--- config.mk ---
export PLATFORM = sky130hd
export DESIGN_NAME = ps2_shift_ctrl
export DESIGN_NICKNAME = d
export VERILOG_FILES = /design/src/rtl/ps2_pkg.sv /design/src/rtl/ps2_prefix_timer.sv /design/src/rtl/ps2_shift_ctrl.sv
export SDC_FILE = /design/constraint.sdc
export NUM_CORES = 1
export LEC_CHECK = 0
export CAP_MARGIN = 20
export CORE_MARGIN = 8
export CORE_UTILIZATION = 25
export CTS_BUF_LIST = sky130_fd_sc_hd__clkbuf_4
export DETAILED_ROUTE_END_ITERATION = 8
export DONT_BUFFER_PORTS = 1
export GPL_ROUTABILITY_DRIVEN = 0
export GPL_TIMING_DRIVEN = 0
export PLACE_DENSITY_LB_ADDON = 0.25
export SETUP_SLACK_MARGIN = 0.5
export SLEW_MARGIN = 5
export SYNTH_ARGS = -nofsm -noshare
export SYNTH_HDL_FRONTEND = slang
export SYNTH_SLANG_ARGS = --single-unit
--- constraint.sdc ---
create_clock -name clk -period 2.62 [get_ports clk]
set_clock_uncertainty 0.2 [all_clocks]
set_input_delay 0.262 -clock clk [delete_from_list [all_inputs] [get_ports clk]]
set_output_delay 0.262 -clock clk [all_outputs]
set_load 0.01 [all_outputs]
--- src/rtl/ps2_pkg.sv ---
// ps2_pkg: shared types and constants for the PS/2 scan-code display path.
//   ps2_state_t     : controller FSM states
//   PS2_EXT/PS2_BRK : extended-code and break-code prefix bytes
//   PS2_CLR_DEFAULT : default make code that clears the display (Enter)
package ps2_pkg;

    typedef enum logic [1:0] {
        IDLE    = 2'd0,
        EXT     = 2'd1,
        BRK     = 2'd2,
        BRK_EXT = 2'd3
    } ps2_state_t;

    localparam logic [7:0] PS2_EXT         = 8'hE0;
    localparam logic [7:0] PS2_BRK         = 8'hF0;
    localparam logic [7:0] PS2_CLR_DEFAULT = 8'h5A;

endpackage

--- src/rtl/ps2_prefix_timer.sv ---
// ps2_prefix_timer: watchdog for the prefix states of the shift controller.
//   clk, rst   : clock, synchronous active-high reset
//   i_run      : count while high; counter held at zero while low
//   i_restart  : reload the counter to zero (a byte arrived)
//   o_expire   : high in the cycle whose edge brings the count to TIMEOUT
module ps2_prefix_timer #(
    parameter logic [15:0] TIMEOUT = 16'd50000
) (
    input  logic clk,
    input  logic rst,
    input  logic i_run,
    input  logic i_restart,
    output logic o_expire
);

    logic [15:0] r_cnt;

    // A restart in the same cycle masks the expiry, so a byte landing on the
    // boundary edge is decoded in the old state.
    assign o_expire = i_run && !i_restart && (r_cnt == TIMEOUT - 16'd1);

    always_ff @(posedge clk) begin
        if (rst) begin
            r_cnt <= '0;
        end else if (i_restart || !i_run || o_expire) begin
            r_cnt <= '0;
        end else begin
            r_cnt <= r_cnt + 16'd1;
        end
    end

endmodule

--- src/rtl/ps2_shift_ctrl.sv ---
// ps2_shift_ctrl: sequencing controller for the 6-entry scan-code display
// shift register. Filters E0/F0 prefixes and the released-key byte after a
// break, shifts accepted make codes, clears on CLR_CODE, tracks fill level.
//   clk, rst  : clock, synchronous active-high reset
//   rx_data   : byte from PS/2 receiver, qualified by rx_valid
//   rx_valid  : one-cycle strobe
//   sh_data   : code presented to the shift register data input
//   shren     : one-cycle shift enable, one cycle after sh_data is loaded
//   clr       : one-cycle clear pulse
//   count     : filled slots, saturating at DEPTH; full = (count == DEPTH)
//   ovr       : sticky, a byte was dropped while a shift was in flight
// Optional feature macro: PS2_TYPEMATIC_FILTER_EN (drop typematic repeats).
module ps2_shift_ctrl import ps2_pkg::*; #(
    parameter int unsigned DEPTH    = 6,
    parameter logic [7:0]  CLR_CODE = PS2_CLR_DEFAULT,
    parameter logic [15:0] TIMEOUT  = 16'd50000
) (
    input  logic       clk,
    input  logic       rst,
    input  logic [7:0] rx_data,
    input  logic       rx_valid,
    output logic [7:0] sh_data,
    output logic       shren,
    output logic       clr,
    output logic [2:0] count,
    output logic       full,
    output logic       ovr
);

    localparam logic [2:0] W_DEPTH = 3'(DEPTH);

    ps2_state_t r_state, w_state_nxt;
    logic [7:0] r_sh_data;
    logic       r_pend;
    logic       r_shren;
    logic       r_clr;
    logic [2:0] r_count;
    logic       r_ovr;

    logic w_busy, w_accept, w_expire;
    logic w_make, w_clear, w_brk_byte, w_shift;

    // Busy from the edge that loads sh_data until shren drops.
    assign w_busy   = r_pend || r_shren;
    assign w_accept = rx_valid && !w_busy;

    ps2_prefix_timer #(.TIMEOUT(TIMEOUT)) u_timer (
        .clk       (clk),
        .rst       (rst),
        .i_run     (r_state != IDLE),
        .i_restart (rx_valid),
        .o_expire  (w_expire)
    );

    always_ff @(posedge clk) begin
        if (rst) r_state <= IDLE;
        else     r_state <= w_state_nxt;
    end

    always_comb begin
        w_state_nxt = r_state;
        w_make      = 1'b0;
        w_clear     = 1'b0;
        w_brk_byte  = 1'b0;
        if (w_accept) begin
            unique case (r_state)
                IDLE, EXT: begin
                    if (rx_data == PS2_EXT) begin
                        w_state_nxt = EXT;
                    end else if (rx_data == PS2_BRK) begin
                        w_state_nxt = (r_state == EXT) ? BRK_EXT : BRK;
                    end else begin
                        w_state_nxt = IDLE;
                        if (rx_data == CLR_CODE) w_clear = 1'b1;
                        else                     w_make  = 1'b1;
                    end
                end
                default: begin
                    // BRK / BRK_EXT: a new prefix restarts decoding, anything
                    // else is the released key and is swallowed.
                    if (rx_data == PS2_EXT) begin
                        w_state_nxt = EXT;
                    end else if (rx_data == PS2_BRK) begin
                        w_state_nxt = BRK;
                    end else begin
                        w_state_nxt = IDLE;
                        w_brk_byte  = 1'b1;
                    end
                end
            endcase
        end else if (w_expire) begin
            w_state_nxt = IDLE;
        end
    end

`ifdef PS2_TYPEMATIC_FILTER_EN
    logic [8:0] r_last_make;
    logic       r_last_vld;
    logic [8:0] w_key;
    logic       w_repeat;

    // Key identity is the byte plus whether it came after E0.
    assign w_key    = {(r_state == EXT) || (r_state == BRK_EXT), rx_data};
    assign w_repeat = r_last_vld && (r_last_make == w_key);
    assign w_shift  = w_make && !w_repeat;

    always_ff @(posedge clk) begin
        if (rst) begin
            r_last_make <= '0;
            r_last_vld  <= 1'b0;
        end else if (w_clear || (w_brk_byte && w_repeat)) begin
            r_last_vld  <= 1'b0;
        end else if (w_shift) begin
            r_last_make <= w_key;
            r_last_vld  <= 1'b1;
        end
    end
`else
    assign w_shift = w_make;
`endif

    always_ff @(posedge clk) begin
        if (rst) begin
            r_sh_data <= '0;
            r_pend    <= 1'b0;
            r_shren   <= 1'b0;
            r_clr     <= 1'b0;
            r_count   <= '0;
            r_ovr     <= 1'b0;
        end else begin
            r_pend  <= w_shift;
            r_shren <= r_pend;
            r_clr   <= w_clear;
            if (w_shift) r_sh_data <= rx_data;
            // Clear and a pending shift never coincide: a clear needs an
            // accepted byte, which the busy window forbids.
            if (w_clear)
                r_count <= '0;
            else if (r_pend && (r_count != W_DEPTH))
                r_count <= r_count + 3'd1;
            if (rx_valid && w_busy) r_ovr <= 1'b1;
        end
    end

    assign sh_data = r_sh_data;
    assign shren   = r_shren;
    assign clr     = r_clr;
    assign count   = r_count;
    assign full    = (r_count == W_DEPTH);
    assign ovr     = r_ovr;

endmodule

# Word-level counts from Yosys, hierarchy flattened
# Index checks and enable logic that the tools add are counted.
# Widths: inputs -> output; s select.
# totals
in_bits,11
romBits,0
word_cells,52
latchBits,0
mem_bits_rw,0
regBits,33
output_inout_bits,15
memories,0
# classes
n_mux,18
n_div,0
addsub,2
n_lt_le_gt_ge,0
n_eq_ne,7
multipliers,0
n_shift,0
n_reduce_logical,17
bitwise,0
# op_table
op,count
$add 16x1->16 const B,1
$eq 16x16->1 const B,1
$eq 8x8->1 const B,2
$mux 2,7
$mux 1,11
$eq 8x7->1 const B,1
$reduce_or 2->1,3
$logic_and 1x1->1,5
$reduce_bool 2->1,2
$add 3x1->3 const B,1
$eq 3x3->1 const B,1
$logic_not 1->1,3
$logic_or 1x1->1,3
$ne 3x3->1 const B,1
$eq 2x1->1 const B,1
$logic_not 2->1,1

# Depth between registers and ports, before layout
# logic_depth
depth_word,7
depth_mapped,6
mapped_depth_nobuf,6

# Hierarchy
# Synthesis repeated with hierarchy kept, for this count alone.
# unflattened
cells_unflattened,165
area_unflattened_um2,1579.0
# by_module_without_submodules
module,cells_each,seq_area_each_um2,area_each_um2,instances
ps2_shift_ctrl,83,340.3,793.3,1
ps2_prefix_timer,82,320.3,785.8,1

# Worst setup path after synthesis
# No wires, ideal clock.
# synth_path
kind,register to register
from,"reg r_shren, in the netlist shren"
to,"reg r_sh_data[4], in the netlist sh_data[4]"
arrival_time_ns,1.525
path_stages_with_launch,6
setup_time_ns,0.072
period_less_slack_ns,1.796
required_ns,2.348
setup_slack_ns,0.824
path_cell_list,dfxtp_1 > or4b_4 > a211oi_4 > or2_1 > buf_6 > mux2i_1
# synth_via
elab_chain_cells,4
# synth_rtl
element,line,rtl
start: declaration,ps2_shift_ctrl.sv:35,logic r_shren;
start signal: assignment,ps2_shift_ctrl.sv:132,r_shren <= r_pend;
$logic_or 1x1->1,ps2_shift_ctrl.sv:44,assign w_busy = r_pend || r_shren;
$logic_not 1->1,ps2_shift_ctrl.sv:45,assign w_accept = rx_valid && !w_busy;
$logic_and 1x1->1,ps2_shift_ctrl.sv:45,
$mux 1,ps2_shift_ctrl.sv:65,if (w_accept) begin
end signal: assignment,ps2_shift_ctrl.sv:134,if (w_shift) r_sh_data <= rx_data;
end: declaration,ps2_shift_ctrl.sv:33,logic [7:0] r_sh_data;
# Every way passes these cells.
# A chain may end at the register's enable or synchronous reset.

# Worst setup path in the final report
# Ends and elaborated chain as after synthesis.

==> results.yml <==
critical_path:
  path_delay_family: "simple AND/OR/NAND/NOR gates"
  worst_setup_path_start_kind: "register"
  cp.required_ns: 2.71
  cp.arrival_ns: 2.06
  path_cells: "or4b_4 -> nor2_1 -> or2_1 -> buf_6 -> mux2i_1"
  slowest_stage: "or4b_4"
  worstSetupPathType: "reg -> reg"
  worst-path-buf-inv: 1
  crit_path_end_kind: "register"
  cp_slowest_stage_delay_ns: 0.59
  path_max_fanout: 9
global_route:
  grtUsageTotal_pct: 8.39
  grt-ovfl-total: 0
  antenna_found_initial: 0
  grt_pass1_wl_um: 5910
  grt_max_degree: 13
  grt_pass1_vias: 1258
cells_and_area:
  num-nets-final: 195
  layout_commonest_cell: "dfxtp_1"
  area_growth_pct: 18.5
  fin_cells: 257
  final_cell_mix: "dfxtp_1, nor2_1, nand2_1"
  layout-drive-gt1-share_pct: 9.34
  fin_util_pct: 30.1
  finalInstanceArea_um2: 1760
  antenna_cells: 0
detailed_routing:
  drt_pass1_iterations: 4
  drt_iter0_drc: 43
  avgRoutedWirePerCell_um: 13.2
  wirelength_um: 3380
  route.vias.total: 1230
  route.detailed.drc: 0
  routed_via_density: 4.79
  antenna_left: 0
clocking:
  worstSkewPairLatency_ns: 0.35
  cts_inserted_buffers: 5
  clkSlewWorstSetupHoldPaths_ns: 0.12
  root_buffer: "clkbuf_4"
  cts_setup_buffers: 0
  cts_sinks: 33
  clock_path_buffers: 2
  cts_htree_levels: 2
  cts_tree: "done"
sta:
  rsz0062_at_grt: "false"
  worstMarginPinSlew_ns: 0.541
  worst_slack_ns: 0.659
  timing.slew.headroom_pct: 63.5
  tns_ns: 0
  finalCritPeriodShare_pct: 74.8
  setup_violations: 0
  period_minus_slack_ns: 1.96
  drv_slew: 0
  hold_viol: 0
  hold_slack_ns: 0.00501
  max_freq_ghz: 0.510
power:
  clkPwrFrac_pct: 39.0
  fin_total_pwr_mw: 1.03
  switchingPower_uw: 267
  combinationalPowerShare_pct: 7.9
  power_density_nw_per_um2: 583
  leakage_nw: 0.590
  seqPwrFrac_pct: 53.1
  sw_frac_of_total_pct: 25.9
  ir_drop_mv: 0.293
  power.internal_uw: 761
placed_design:
  post-place-ws_ns: 0.661
  portBuffers: 0
  dpl_cell_area_um2: 1580
  dp_hpwl_um: 2410
  dp_cells: 240
die:
  ios: 26
  num_rows: 28
  fp.dieW_um: 93.1
  dieArea_um2: 8670
  core_area_um2: 5850
  die_y_um: 93.1
  initial_core_util_pct: 25.4
worst_hold_path:
  hp-class: "in -> reg"
synth:
  yosysSeqAreaShare_pct: 44.4
  synth_area_per_cell_um2: 9.01
  netlist_instances: 165
  synth.cell_area_um2: 1490
  ys_seq_elements: 33
  async_flop_share_pct: 0
  synth-edff-count: 0
  syn-num-nets: 179
  synth.distinct_cells: 41
  yosysWarnings: 0
  synthFlopType: "dfxtp_1"
flow_run:
  drv_cap: 0
run_status:
  run_status: "complete, no violations"
## area by class of cell
cell class | instances | area [µm²]
tap | 75 | 93.8
inverter | 5 | 18.8
multi-input combinational | 122 | 787
fill | 634 | 4090
clock buffer | 5 | 37.5
buffer | 5 | 27.5
sequential | 33 | 661
clock inverter | 3 | 46.3
timing repair buffer | 9 | 90.1
## power by group through the flow
stage / combinational, mW / sequential, mW / clock [mW]
detailed placement: 0.0693 / 0.558 / 0
global route: 0.0945 / 0.549 / 0.436
floorplan: 0.0570 / 0.551 / 0
global placement: 0.0692 / 0.558 / 0
CTS: 0.0825 / 0.547 / 0.413
finish: 0.0816 / 0.545 / 0.400
## worst register-to-register path: stages, from the launching register on
cell     delay, ns
dfxtp_1       0.40
or4b_4        0.59
nor2_1        0.26
or2_1         0.16
buf_6         0.13
mux2i_1       0.17
## final timing paths
check	startpoint	to	slack, ns	cells past startpoint
max	shren	sh_data[4]	0.66	5
min	rx_data[6]	clr	0.005	3
max reg2reg	shren	sh_data[4]	0.66	5
min reg2reg	u_timer.r_cnt[0]	u_timer.r_cnt[0]	0.28	1
## metal layers
layer	global-route usage, %	routed length [µm]	up-vias
met2	13.4	1580	22
met4	4.03	51	0
li1	-	-	633
met1	9.49	1530	569
met5	0	0	-
met3	3.45	223	6
## state kept, by name, summed over array words and instances (netlist names)
signal / cells
shren: 1
ovr: 1
u_timer.r_cnt: 16
clr: 1
r_pend: 1
sh_data: 8
r_state: 2
count: 3
## Yosys cell counts (2+ instances only)
master      n  area (µm²)
a21oi_1     4        20.0
and2_1      4        25.0
and3_1      4        25.0
and4_1      2        17.5
clkbuf_1    3        11.3
dfxtp_1    33         661
ha_1        3        37.5
inv_1       4        15.0
nand2_1    16        60.1
nand3_1     6        30.0
nand4_1     9        56.3
nor2_1     19        71.3
nor4b_1     2        17.5
nor4bb_1    2        20.0
o2111ai_1   2        17.5
o211ai_1    4        30.0
o21ai_0    10        50.1
o31ai_1     2        15.0
or3_1       2        12.5
or4_1       2        15.0
xnor2_1     5        43.8
xor2_1      8        70.1
## cell families (layout without fill, tap and decap cells)
family | count (synthesis) | after routing | synth area share, %
simple gates | 78 | 78 | 29.2
xor+xnor | 13 | 13 | 7.66
buf+inv | 10 | 27 | 3.11
flops | 33 | 33 | 44.4
mux | 1 | 1 | 0.673
fa+ha+maj | 3 | 3 | 2.53
compound gates | 27 | 27 | 12.4
## timing repair
item,4_1_cts,5_1_grt
hold buffers,9,0
gates resized for setup,0,2
setup endpoints to repair,0,16
endpoints found under the hold margin,13,0
No activity file was read; power rests on OpenSTA's default activity.
